<file path="src/rtl/ring_pkg.sv">
// Shared constants for the ring link: packet type codes, transmit select codes,
// header width, transmitter states and the payload nibble checksum.
package ring_pkg;

    localparam logic [2:0] TYPE_ACK    = 3'b000;
    localparam logic [2:0] TYPE_DATA_3 = 3'b001;
    localparam logic [2:0] TYPE_DATA_C = 3'b010;
    localparam logic [2:0] TYPE_NACK   = 3'b011;
    localparam logic [2:0] TYPE_TOKEN  = 3'b111;

    localparam logic [2:0] SEL_ACK     = 3'd0;
    localparam logic [2:0] SEL_NACK    = 3'd1;
    localparam logic [2:0] SEL_FORWARD = 3'd2;
    localparam logic [2:0] SEL_TOKEN   = 3'd3;
    localparam logic [2:0] SEL_NEW     = 3'd4;

    localparam int HDR_W      = 11;
    localparam int MAX_DATA_W = 64;

    typedef enum logic [1:0] {
        ST_IDLE,
        ST_SEND,
        ST_GAP
    } tx_state_t;

    // Zero nibbles do not change the result, so narrower payloads are zero-extended.
    function automatic logic [3:0] nibble_xor(input logic [MAX_DATA_W-1:0] d);
        logic [3:0] acc;
        acc = '0;
        for (int i = 0; i < MAX_DATA_W / 4; i++) begin
            acc ^= d[i*4 +: 4];
        end
        return acc;
    endfunction

endpackage

</file>
<file path="src/rtl/ring_tx_frame_builder.sv">
// Combinational frame assembly: picks header fields and body by select, emits the
// frame left-aligned (start bit at the MSB) together with its length in bits.
module ring_tx_frame_builder
    import ring_pkg::*;
#(
    parameter int DATA_W  = 8,
    parameter int FRAME_W = HDR_W + 3 + 3 * DATA_W,
    parameter int LEN_W   = $clog2(FRAME_W + 1)
) (
    input  logic [2:0]         sel,
    input  logic [3:0]         r_addr,
    input  logic [2:0]         node_type,
    input  logic [3:0]         node_dest,
    input  logic [DATA_W-1:0]  node_payload,
    input  logic [2:0]         rx_type,
    input  logic [3:0]         rx_dest,
    input  logic [3:0]         rx_src,
    input  logic [DATA_W-1:0]  rx_payload,
    output logic [FRAME_W-1:0] frame,
    output logic [LEN_W-1:0]   frame_len,
    output logic               sel_ok,
    output logic               type_err
);

    logic [2:0]          typ;
    logic [3:0]          dest;
    logic [3:0]          src;
    logic [DATA_W-1:0]   pay;
    logic [3*DATA_W-1:0] body_vec;
    logic [LEN_W-1:0]    body_len;
    logic [HDR_W-1:0]    hdr;
    logic                parity;
    logic [FRAME_W-1:0]  base;
    logic [FRAME_W-1:0]  tail;

    always_comb begin
        typ      = TYPE_ACK;
        dest     = '0;
        src      = r_addr;
        pay      = '0;
        sel_ok   = 1'b1;
        type_err = 1'b0;
        case (sel)
            SEL_ACK: begin
                typ  = TYPE_ACK;
                dest = rx_src;
            end
            SEL_NACK: begin
                typ  = TYPE_NACK;
                dest = rx_src;
            end
            SEL_FORWARD: begin
                typ  = rx_type;
                dest = rx_dest;
                src  = rx_src;
                pay  = rx_payload;
            end
            SEL_TOKEN: begin
                typ  = TYPE_TOKEN;
                dest = r_addr;
            end
            SEL_NEW: begin
                typ      = node_type;
                dest     = node_dest;
                pay      = node_payload;
                type_err = (node_type != TYPE_DATA_C) && (node_type != TYPE_DATA_3);
            end
            default: sel_ok = 1'b0;
        endcase

        // Non-data types fall through with an empty body.
        body_vec = '0;
        body_len = '0;
        if (typ == TYPE_DATA_C) begin
            body_vec = {pay, nibble_xor(MAX_DATA_W'(pay)), {(2*DATA_W-4){1'b0}}};
            body_len = LEN_W'(DATA_W + 4);
        end else if (typ == TYPE_DATA_3) begin
            body_vec = {pay, pay, pay};
            body_len = LEN_W'(3 * DATA_W);
        end

        hdr    = {typ, dest, src};
        parity = ^{hdr, body_vec};
        base   = {1'b0, hdr, body_vec, 2'b00};
        // Parity and stop sit right after the header, then slide past the body.
        tail   = {{(1+HDR_W){1'b0}}, parity, 1'b1, {(3*DATA_W){1'b0}}};
        frame     = base | (tail >> body_len);
        frame_len = LEN_W'(HDR_W + 3) + body_len;
    end

endmodule

</file>
<file path="src/rtl/ring_tx.sv">
// Ring-link transmitter: latches one request in IDLE, shifts the frame out MSB first,
// then holds the line idle for GAP_CYCLES. Optional TX_BAUD_DIV_EN stretches every bit.
module ring_tx
    import ring_pkg::*;
#(
    parameter int DATA_W     = 8,
    parameter int GAP_CYCLES = 2,
    parameter int BAUD_DIV   = 4
) (
    input  logic              Clk_R,
    input  logic              Rst,
    input  logic              rc_has_data,
    input  logic [2:0]        tx_data_select,
    input  logic [3:0]        r_addr,
    input  logic [2:0]        node_type,
    input  logic [3:0]        node_dest,
    input  logic [DATA_W-1:0] node_payload,
    input  logic [2:0]        rx_type,
    input  logic [3:0]        rx_dest,
    input  logic [3:0]        rx_src,
    input  logic [DATA_W-1:0] rx_payload,
    output logic              tx_ready,
    output logic              Tx_Serial,
    output logic              Tx_Frame,
    output logic              tx_err
);

    localparam int FRAME_W = HDR_W + 3 + 3 * DATA_W;
    localparam int LEN_W   = $clog2(FRAME_W + 1);
    localparam logic [3:0] GAP_LAST = (GAP_CYCLES > 0) ? 4'(GAP_CYCLES - 1) : 4'd0;

    if (GAP_CYCLES < 0 || GAP_CYCLES > 15 || DATA_W < 4 || (DATA_W % 4) != 0 ||
        DATA_W > MAX_DATA_W || BAUD_DIV < 1) begin : g_param_check
        $error("ring_tx: illegal parameter combination");
    end

    tx_state_t          state, state_nxt;
    logic [FRAME_W-1:0] shreg;
    logic [LEN_W-1:0]   bit_cnt;
    logic [LEN_W-1:0]   len_q;
    logic [3:0]         gap_cnt;
    logic               accept;
    logic               reject;
    logic               tick;
    logic               last_bit;
    logic               gap_done;

    logic [FRAME_W-1:0] frame;
    logic [LEN_W-1:0]   frame_len;
    logic               sel_ok;
    logic               type_err;

    ring_tx_frame_builder #(
        .DATA_W  (DATA_W),
        .FRAME_W (FRAME_W),
        .LEN_W   (LEN_W)
    ) u_builder (
        .sel          (tx_data_select),
        .r_addr       (r_addr),
        .node_type    (node_type),
        .node_dest    (node_dest),
        .node_payload (node_payload),
        .rx_type      (rx_type),
        .rx_dest      (rx_dest),
        .rx_src       (rx_src),
        .rx_payload   (rx_payload),
        .frame        (frame),
        .frame_len    (frame_len),
        .sel_ok       (sel_ok),
        .type_err     (type_err)
    );

`ifdef TX_BAUD_DIV_EN
    localparam int BD_W = (BAUD_DIV > 1) ? $clog2(BAUD_DIV) : 1;
    logic [BD_W-1:0] baud_cnt;

    assign tick = (baud_cnt == BD_W'(BAUD_DIV - 1));

    // Restarting on accept keeps the start bit at the first edge after the request.
    always_ff @(posedge Clk_R) begin
        if (Rst || accept || tick || state == ST_IDLE) begin
            baud_cnt <= '0;
        end else begin
            baud_cnt <= baud_cnt + 1'b1;
        end
    end
`else
    assign tick = 1'b1;
`endif

    assign last_bit = (bit_cnt == len_q);
    assign gap_done = (gap_cnt == GAP_LAST);

    always_ff @(posedge Clk_R) begin
        if (Rst) begin
            state <= ST_IDLE;
        end else begin
            state <= state_nxt;
        end
    end

    always_comb begin
        state_nxt = state;
        accept    = 1'b0;
        reject    = 1'b0;
        tx_ready  = 1'b0;
        Tx_Frame  = 1'b0;
        case (state)
            ST_IDLE: begin
                tx_ready = 1'b1;
                if (rc_has_data) begin
                    if (sel_ok) begin
                        accept    = 1'b1;
                        state_nxt = ST_SEND;
                    end else begin
                        reject = 1'b1;
                    end
                end
            end
            ST_SEND: begin
                Tx_Frame = 1'b1;
                if (tick && last_bit) begin
                    state_nxt = (GAP_CYCLES == 0) ? ST_IDLE : ST_GAP;
                end
            end
            ST_GAP: begin
                if (tick && gap_done) begin
                    state_nxt = ST_IDLE;
                end
            end
            default: state_nxt = ST_IDLE;
        endcase
    end

    always_ff @(posedge Clk_R) begin
        if (Rst) begin
            shreg     <= '0;
            bit_cnt   <= '0;
            len_q     <= '0;
            gap_cnt   <= '0;
            Tx_Serial <= 1'b1;
            tx_err    <= 1'b0;
        end else begin
            tx_err <= reject | (accept & type_err);
            if (accept) begin
                Tx_Serial <= frame[FRAME_W-1];
                shreg     <= frame << 1;
                bit_cnt   <= LEN_W'(1);
                len_q     <= frame_len;
            end else if (state == ST_SEND && tick) begin
                if (last_bit) begin
                    Tx_Serial <= 1'b1;
                    gap_cnt   <= '0;
                end else begin
                    Tx_Serial <= shreg[FRAME_W-1];
                    shreg     <= shreg << 1;
                    bit_cnt   <= bit_cnt + 1'b1;
                end
            end else if (state == ST_GAP && tick) begin
                gap_cnt <= gap_cnt + 1'b1;
            end
        end
    end

endmodule

</file>
<file path="config.mk">
export PLATFORM = sky130hd
export DESIGN_NAME = ring_tx
export DESIGN_NICKNAME = d
export VERILOG_FILES = /design/src/rtl/ring_pkg.sv /design/src/rtl/ring_tx_frame_builder.sv /design/src/rtl/ring_tx.sv
export SDC_FILE = /design/constraint.sdc
export NUM_CORES = 1
export LEC_CHECK = 0
export BUFFER_PORTS_ARGS = -buffer_cell sky130_fd_sc_hd__buf_4
export CORE_UTILIZATION = 60
export DETAILED_ROUTE_END_ITERATION = 7
export PLACE_DENSITY = 0.88
export SLEW_MARGIN = 20
export SYNTH_ARGS = -nofsm -noshare
export SYNTH_HDL_FRONTEND = slang
export SYNTH_HIERARCHICAL = 1
export SYNTH_SLANG_ARGS = --single-unit
</file>
<file path="constraint.sdc">
create_clock -name Clk_R -period 8.1 [get_ports Clk_R]
set_clock_uncertainty 0.2 [all_clocks]
set_input_delay 1.215 -clock Clk_R [delete_from_list [all_inputs] [get_ports Clk_R]]
set_output_delay 1.215 -clock Clk_R [all_outputs]
set_load 0.05 [all_outputs]
</file>
Yosys cells after proc, flatten, opt, wreduce, memory -nomap -nowiden
Cells that the tools add are included.

Reduce and logical (&&, ||, !) cells: 13. Shift operators: 1. Equal/unequal tests: 17. Bitwise logic cells: 6. Muxes and demuxes: 35. Add/sub/neg operators: 3.

Operators with widths (number): $mux 38 (3); $mux 24 (2); $or 37x38->38 (1); $shr 26x6->38 (1); $reduce_xor 35->1 (1); $mux 1 (16); $mux 4 (4); $pmux 4 s4 (1); $pmux 8 s2 (1); $pmux 3 s4 (1); $ne 2x2->1 const B (5); $eq 3x2->1 const B (3); $mux 2 (4); $add 4x6->6 const A (1); $add 6x1->6 const B (1); $eq 3x1->1 const B (2); $eq 6x6->1 (1); $mux 6 (1); $pmux 2 s3 (1); $mux 5 (1); $reduce_or 5->1 (1); $add 4x1->4 const B (1); $eq 4x1->1 const B (1); $reduce_and 2->1 (2); other kinds (16) (19).

Logic and storage cells: 83. Input bits: 44. Output and inout port bits: 4. Flip-flop bits (word level): 57.

Depth between registers and ports, before layout
Gate-level depths: netlist (run 1).

Depth after elaboration: 9. Mapped depth: 15. Mapped depth without buffers: 14.

By module
The synthesis (run 1) kept the hierarchy.

Modules (own cells, without submodules): ring_tx (instances 1, sequential area each 1141.1 µm², cells each 392, area an instance 3613.5 µm²); ring_tx_frame_builder (instances 1, sequential area each 0.0 µm², cells each 154, area an instance 1146.1 µm²).

Worst setup path before layout (run 1)
No wires, ideal clock.

Path kind: input-to-reg. Start: input tx_data_select[1]. End: register shreg[26]. Arrival time: 4.162 ns. Required time: 7.796 ns. Library setup time: 0.104 ns. Slack: 3.634 ns. Buffers on the path: 1. Stages on the path: 14. Cell sequence: buf_6 > nor3b_2 > nand2_1 > o21a_1 > ha_1 > nor2b_1 > nand2_1 > a21oi_2 > xnor2_1 > xnor3_2 > xnor3_2 > mux2i_1 > o21ai_0 > a2111oi_4.

Longest elaborated chain between the ends: 9. Elaborated cells between the ends (all ways): 29. Those cells by class: eq/ne: 7; shift: 1; mux: 13; bitwise: 2; reduce/logical: 6.

Ends and longest elaborated chain: start: declaration (RTL line ring_tx.sv:13) `input logic [2:0] tx_data_select,`; $eq 3x3->1 (tied with other cells) (RTL line ring_tx_frame_builder.sv:43) `case (sel)`; $pmux 3 s4 (RTL line ring_tx_frame_builder.sv:43); $eq 3x1->1 (RTL line ring_tx_frame_builder.sv:77) `end else if (typ == TYPE_DATA_3) begin`; $mux 24 (RTL line ring_tx_frame_builder.sv:77); $mux 24 (RTL line ring_tx_frame_builder.sv:74) `if (typ == TYPE_DATA_C) begin`; $reduce_xor 35->1 (RTL line ring_tx_frame_builder.sv:83) `parity = ^{hdr, body_vec};`; $shr 26x6->38 (RTL line ring_tx_frame_builder.sv:87) `frame = base | (tail >> body_len);`; $or 37x38->38 (*) (RTL line ring_tx_frame_builder.sv:87); named net frame[25] (RTL line ring_tx.sv:48) `logic [FRAME_W-1:0] frame;`; $mux 38 (*) (RTL line ring_tx.sv:145) `if (accept) begin`; end signal: assignment (RTL line ring_tx.sv:147) `shreg <= frame << 1;`; end signal: assignment (RTL line ring_tx.sv:156) `shreg <= shreg << 1;`; end: declaration (RTL line ring_tx.sv:38) `logic [FRAME_W-1:0] shreg;`.

Mark *: on every way through the listed nets, which the timed path passes. The rest lies on a longest branch. A chain may end at the register's enable or synchronous reset.

Worst setup path after layout (run 1)
Start: input tx_data_select[2]. End: register shreg[14].

The elaborated chain is that of the path after synthesis.

==> flow_metrics.env, run 1 <==
export IMPL_drive_gt1_share_pct=22.4
export IMPL_busiest_layer="met2"
export IMPL_grt_pass1_vias=4240
export IMPL_min_to="len_q[2]"
export IMPL_dp_cells=648
export IMPL_rows=32
export IMPL_status="complete, no violations"
export IMPL_fin_setup_tns_ns=0
export IMPL_grt_max_degree=63
export IMPL_period_needed_ns=4.69
export IMPL_num_fill_cells=628
export IMPL_cts_made_buffers=9
export IMPL_via_per_inst=6.55
export IMPL_nets=609
export IMPL_setup_viol=0
export IMPL_cts_hold_buf=0
export IMPL_dr_total_vias=4351
export IMPL_clock_sinks=57
export IMPL_synth_area_top_cells="dfxtp_1 24%, a2111oi_4 12%, or3_1 5.3%, nor2_1 5.0%, o21ai_0 4.8%"
export IMPL_cts_root_buffer="clkbuf_8"
export IMPL_slew_headroom_pct=32.0
export IMPL_start_util_pct=61.9
export IMPL_gp_congestion=0.879
export IMPL_whs_path_depth=2
export IMPL_slowest_stage="nor3b_2"
export IMPL_dieWidth_um=91.1
export IMPL_die_h_um=91.1
export IMPL_cts_htree_levels=3
export IMPL_antenna_found_initial=0
export IMPL_area_delta_synth_final_pct=8.94
export IMPL_timing_fmax_ghz=0.213
export IMPL_max_stage_delay_ns=0.53
export IMPL_grt_usage_pct=29.9
export IMPL_post_dp_hpwl_mm=7.70
export IMPL_syn_area_per_cell_um2=8.72
export IMPL_r2r_slack_ns=5.23
export IMPL_hold_violations=0
export IMPL_slew_violations=0
export IMPL_clkLatencyLatePin_ns=0.36
export IMPL_powerDensity_nw_per_um2=329
export IMPL_drcViolationCount=0
export IMPL_min_path_type="register to register"
export IMPL_cts_tree="yes"
export IMPL_cts_clk_slew_worst_paths_ns=0.07
export IMPL_cp_start_kind="input port"
export IMPL_finalCritPeriodShare_pct=57.9
export IMPL_crit_chain="buf_4 > nor3b_2 > nand2_1 > o21a_1 > ha_1 > nor2b_1 > nand2_1 > a21oi_2 > xnor2_1 > xnor3_2 > xnor3_2 > o22ai_1 > o21ai_0 > a2111oi_4"
export IMPL_wirelength_mm=11.7
export IMPL_yosys_warnings=6
export IMPL_ys_flop_type="dfxtp_1"
export IMPL_yosysTopAreaCellShare_pct=24.0
export IMPL_rsz0062_at_grt="no"
export IMPL_rr_startpoint="state[0]"
export IMPL_hp_start="len_q[2]"
export IMPL_port_buffer_count=47
export IMPL_synth_async_sr_flop_share_pct=0
export IMPL_gr_usage_met1_pct=36.9
export IMPL_use_met3_pct=6.28
export IMPL_crit_type="input port to register"
export IMPL_synth_seq_cells=57
export IMPL_cts_setup_buffers=0
export IMPL_peakVddDrop_mv=0.277
export IMPL_r2r_cells=7
export IMPL_drtIter0Drc=384
export IMPL_core_area_um2=7690
export IMPL_grt_pass1_wl_mm=20.3
export IMPL_crit_required_ns=8.16
export IMPL_synth_top_area_cell="dfxtp_1"
export IMPL_grt_ovfl_total=0
export IMPL_synth_edf_count=0
export IMPL_ios=48
export IMPL_final_area_um2=5180
export IMPL_power_leakage_nw=1.95
export IMPL_instances_no_fill=664
export IMPL_wl_per_cell_um=17.6
export IMPL_crit_fanout=23
export IMPL_ys_seq_area_share_pct=24.0
export IMPL_ant_nets=0
export IMPL_ctsResizeCount=0
export IMPL_post_synth_num_cell_types=67
export IMPL_cts_path_max_buffers=2
export IMPL_grt_met2_usage_pct=49.3
export IMPL_synth_cells=546
export IMPL_dpl_instance_area_um2=4970
export IMPL_synth_cell_area_um2=4760
export IMPL_worstMarginPinSlew_ns=1.02
export IMPL_max_cap_violations=0
export IMPL_rr_endpoint="shreg[3]"
export IMPL_die_area_um2=8290
export IMPL_drtPass1Iterations=5
export IMPL_cp_arrival_ns=4.75
export IMPL_diodes=0
export IMPL_critPathCaptureType="register"
-- metrics by stage --
stage	worst slack (ns)	power (W)	hold WS (ns)	utilization [%]
final	3.41	0.00170	0.276	67.4
after floorplan	3.63	0.00128	0.249	-
after CTS	3.49	0.00170	0.277	67.4
after global placement	3.35	0.00136	0.264	64.6
after detailed placement	3.13	0.00140	0.267	64.6
after global routing	3.19	0.00182	0.297	67.4
-- final cells by class --
class / instances / area [µm²] / share of cell area, %
multi-input combinational: 422 / 3250 / 62.7
sequential: 57 / 1140 / 22.0
timing repair buffer: 53 / 398 / 7.67
clock buffer: 12 / 165 / 3.19
tap: 102 / 128 / 2.46
inverter: 14 / 52.6 / 1.01
clock inverter: 4 / 50.0 / 0.965
-- how the worst max path moves through the flow --
stage                            from        end  slack (ns)  depth (start not counted)
finish              tx_data_select[2]  shreg[14]        3.41                         14
global route        tx_data_select[2]  shreg[14]        3.19                         14
CTS                 tx_data_select[2]  shreg[14]        3.49                         14
detailed placement  tx_data_select[2]  shreg[14]        3.13                         14
global placement    tx_data_select[2]  shreg[14]        3.35                         14
floorplan           tx_data_select[1]  shreg[26]        3.63                         14
-- layer usage --
layer | up-vias | part of all wire, % | routed length, µm
li1 | 2043 | - | -
met1 | 2072 | 41 | 4850
met2 | 183 | 48 | 5670
met3 | 53 | 6.2 | 724
met4 | 0 | 3.9 | 452
met5 | - | 0 | 0
-- cell usage in the layout, fill, tap and decap left out, types with 5 or more instances in the layout --
cell / instances
a2111oi_1: 5
a2111oi_2: 13
a2111oi_4: 20
a21oi_1: 18
buf_4: 53
clkbuf_8: 12
dfxtp_1: 57
ha_1: 8
inv_1: 14
mux2i_1: 12
nand2_1: 45
nand3b_1: 11
nor2_1: 64
nor4_1: 36
o21ai_0: 46
or3_1: 40
xnor2_1: 17
-- cells by family (layout without fill, tap and decap cells) --
group,count (synthesis),after routing,share of synthesized area [%]
AO/OA/AOI/OAI,144,144,30.8
XOR/XNOR,24,24,5.94
adder cells (fa/ha/maj),8,8,2.10
buffers and inverters,68,83,7.83
flip-flops,57,57,24.0
multiplexers,16,16,3.47
other,2,3,0.158
AND/OR/NAND/NOR,227,227,25.7
-- where the power goes --
part	total, W	internal [W]	leakage (nW)	switching, W
Combinational	0.000963	0.000367	1.38	0.000596
Clock	0.000292	0.000167	0.105	0.000125
Sequential	0.000450	0.000375	0.467	0.0000750
-- Yosys cell counts (5+ instances only) --
cell / number
o21ai_0: 46
inv_1: 14
buf_2: 14
a21oi_1: 18
dfxtp_1: 57
nor2_1: 64
nand3b_1: 11
a2111oi_4: 20
mux2i_1: 12
a2111oi_1: 5
ha_1: 8
buf_4: 8
buf_6: 5
a2111oi_2: 13
or3_1: 40
clkbuf_1: 24
nand2_1: 45
nor4_1: 36
xnor2_1: 17
-- worst max-delay path: cells and delay by family --
kind / cells / cell delay (ns)
and+or+nand+nor: 4 / 1.11
xor gates and xnor gates: 3 / 0.95
adders and majority gates: 1 / 0.30
buffers and inverters: 1 / 0.20
AOI/OAI and AO/OA: 5 / 0.97
-- registers in the layout, summed over array words and instances (netlist names) --
signal     flops
Tx_Serial      1
bit_cnt        6
gap_cnt        4
len_q          6
shreg         37
state          2
tx_err         1
(Power assumes the default switching activity.)
==> inputs of run 2 (changes only) <==
--- a/config.mk
+++ b/config.mk
@@ -5,10 +5,11 @@
 export SDC_FILE = /design/constraint.sdc
 export NUM_CORES = 1
 export LEC_CHECK = 0
+export ABC_AREA = 1
 export BUFFER_PORTS_ARGS = -buffer_cell sky130_fd_sc_hd__buf_4
-export CORE_UTILIZATION = 60
+export CORE_UTILIZATION = 54
 export DETAILED_ROUTE_END_ITERATION = 7
-export PLACE_DENSITY = 0.88
+export PLACE_DENSITY = 0.84
 export SLEW_MARGIN = 20
 export SYNTH_ARGS = -nofsm -noshare
 export SYNTH_HDL_FRONTEND = slang
==> constraint.sdc (replaced) <==
create_clock -name Clk_R -period 4.02 [get_ports Clk_R]
set_clock_uncertainty 0.2 [all_clocks]
set_input_delay 0.603 -clock Clk_R [delete_from_list [all_inputs] [get_ports Clk_R]]
set_output_delay 0.603 -clock Clk_R [all_outputs]
set_load 0.05 [all_outputs]
==> run 2 against run 1 <==
Synthesized area decreased by 8.5%; largest power group unchanged; combinational power decreased by 16%; cell count increased by 32%; cell area decreased by 7.3%; routed wire length decreased by 6.5%; core utilization decreased by 5.6 points; largest cell class unchanged; highest routed layer unchanged; critical endpoint is now shreg[26]; sequential power increased by 47%.
==> flow_metrics.env, run 2 <==
export IMPL_fin_setup_tns_ns=0
export IMPL_drtPass1Iterations=5
export IMPL_switching_share_pct=41.1
export IMPL_wirelength_mm=10.9
export IMPL_start_util_pct=56.1
export IMPL_dieWidth_um=91.8
export IMPL_cts_root_buffer="clkbuf_8"
export IMPL_die_area_um2=8430
export IMPL_layout_common_cells="341 x nand2_1, 80 x nand3_1, 65 x inv_1"
export IMPL_power_leakage_nw=2.36
export IMPL_setup_ws_ns=0.529
export IMPL_drive_gt1_share_pct=12.3
export IMPL_min_to="len_q[0]"
export IMPL_grt_ovfl_total=0
export IMPL_yosys_warnings=6
export IMPL_port_buffer_count=47
export IMPL_final_common_cell="nand2_1"
export IMPL_ys_top_cells_by_count="341 x nand2_1, 80 x nand3_1, 65 x inv_1, 57 x dfxtp_1, 56 x a21oi_1"
export IMPL_regMostFlops="shreg"
export IMPL_rsz0062_at_grt="no"
export IMPL_r2r_slack_ns=1.55
export IMPL_synth_edf_count=0
export IMPL_synth_area_top_cells="nand2_1 29%, dfxtp_1 26%, nand3_1 9.2%, a21oi_1 6.4%, inv_1 5.6%"
export IMPL_rr_startpoint="state[0]"
export IMPL_grt_pass1_vias=4216
export IMPL_clock_power_share_pct=30.1
export IMPL_post_synth_num_cell_types=32
export IMPL_r2r_cells=7
export IMPL_ctsResizeCount=0
export IMPL_clock_sinks=57
export IMPL_powerDensity_nw_per_um2=437
export IMPL_slew_headroom_pct=46.3
export IMPL_synth_top_area_cell="nand2_1"
export IMPL_peakVddDrop_mv=0.228
export IMPL_ys_flop_type="dfxtp_1"
export IMPL_nets=823
export IMPL_synth_cells=749
export IMPL_dr_total_vias=4649
export IMPL_largest_reg_flops=37
export IMPL_via_per_inst=5.30
export IMPL_internal_power_w=0.00124
export IMPL_whs_ns=0.270
export IMPL_cts_hold_buf=0
export IMPL_drtIter0Drc=282
export IMPL_num_fill_cells=736
export IMPL_reg_top3="shreg x37, bit_cnt x6, len_q x6"
export IMPL_cts_made_buffers=9
export IMPL_combPwrFrac_pct=38.4
export IMPL_hp_start="len_q[0]"
export IMPL_critPathTopFamily="simple AND/OR/NAND/NOR gates"
export IMPL_max_stage_delay_ns=0.29
export IMPL_grt_usage_pct=27.3
export IMPL_final_util_pct=61.9
export IMPL_cts_clk_slew_worst_paths_ns=0.07
export IMPL_crit_type="input port to register"
export IMPL_path_buf_inv=6
export IMPL_post_place_ws_ns=0.260
export IMPL_power_share_sequential_pct=31.4
export IMPL_core_area_um2=7770
export IMPL_synth_seq_cells=57
export IMPL_die_h_um=91.8
export IMPL_synth_async_sr_flop_share_pct=0
export IMPL_slew_violations=0
export IMPL_grt_max_degree=90
export IMPL_worstMarginPinSlew_ns=0.806
export IMPL_area_delta_synth_final_pct=10.4
export IMPL_rows=32
export IMPL_hold_violations=0
export IMPL_cp_arrival_ns=3.57
export IMPL_slowest_stage="ha_1"
export IMPL_cts_path_max_buffers=2
export IMPL_crit_fanout=15
export IMPL_path_common_cell="nand2_1"
export IMPL_status="complete, no violations"
export IMPL_min_path_type="register to register"
export IMPL_rr_endpoint="shreg[12]"
export IMPL_critPathCaptureType="register"
export IMPL_period_needed_ns=3.49
export IMPL_p_sw_w=0.000862
export IMPL_cts_tree="yes"
export IMPL_ant_nets=0
export IMPL_syn_area_per_cell_um2=5.81
export IMPL_finalCritPeriodShare_pct=86.9
export IMPL_synth_cell_area_um2=4350
export IMPL_crit_required_ns=4.09
export IMPL_grt_pass1_wl_mm=18.7
export IMPL_diodes=0
export IMPL_gp_congestion=0.953
export IMPL_clkLatencyLatePin_ns=0.35
export IMPL_cts_setup_buffers=0
export IMPL_antenna_found_initial=0
export IMPL_setup_viol=0
export IMPL_whs_path_depth=2
export IMPL_timing_fmax_ghz=0.286
export IMPL_wl_per_cell_um=12.5
export IMPL_ios=48
export IMPL_synthMostInstantiatedCell="nand2_1"
export IMPL_cp_start_kind="input port"
export IMPL_max_cap_violations=0
export IMPL_yosysTopAreaCellShare_pct=29.4
export IMPL_drcViolationCount=0
export IMPL_ys_seq_area_share_pct=26.2
export IMPL_post_dp_hpwl_mm=7.67
export IMPL_cts_htree_levels=3
==> run 2: logic make-up (layout without fill, tap and decap cells) <==
| logic type | Yosys count | in the layout | synth area share (%) |
|---|---|---|---|
| other cells | 2 | 3 | 0.172 |
| fa+ha+maj | 8 | 8 | 2.30 |
| xor+xnor | 6 | 6 | 1.21 |
| buf+inv | 110 | 135 | 12.7 |
| flops | 57 | 57 | 26.2 |
| compound gates | 81 | 81 | 10.1 |
| simple gates | 485 | 485 | 47.3 |
==> run 2: through the flow <==
stage	total power, W	std cells	instance area [µm²]
after global placement	0.00144	862	4580
after detailed placement	0.00146	862	4580
after global routing	0.00223	877	4810
after floorplan	0.00136	750	4360
final	0.00210	877	4810
after CTS	0.00210	877	4810
==> run 2: how the worst max path moves through the flow <==
stage,from,end,cells past startpoint
after floorplan,tx_data_select[1],shreg[26],23
after global placement,tx_data_select[2],shreg[26],25
after detailed placement,tx_data_select[2],shreg[26],25
after CTS,tx_data_select[2],shreg[26],25
after global routing,tx_data_select[2],shreg[14],25
final,tx_data_select[2],shreg[26],25
==> run 2: power by group through the flow <==
stage / combinational [W] / clock, W / sequential (W)
detailed placement: 0.000789 / 0 / 0.000671
global route: 0.000900 / 0.000667 / 0.000666
finish: 0.000807 / 0.000633 / 0.000660
CTS: 0.000800 / 0.000640 / 0.000659
global placement: 0.000769 / 0 / 0.000667
floorplan: 0.000675 / 0 / 0.000681
==> run 2: metal layers <==
| layer | part of all wire, % | track usage (%) |
|---|---|---|
| met5 | 0 | 0 |
| met4 | 2.0 | 11.7 |
| met3 | 4.3 | 4.23 |
| met2 | 50 | 47.2 |
| met1 | 44 | 33.5 |
==> run 2: tightest hold or removal path, stage by stage, from the launching register on <==
cell and delay, ns:
dfxtp_1 0.31, inv_1 0.06, a21oi_1 0.05
==> run 2: final cells by class <==
type | count | area [µm²] | area share, %
flip-flops and latches | 57 | 1140 | 23.7
well taps | 102 | 128 | 2.65
clock buffers | 11 | 151 | 3.15
inverters | 71 | 267 | 5.54
multi-input cells | 583 | 2660 | 55.4
clock inverters | 4 | 76.3 | 1.59
repair buffers | 49 | 380 | 7.91
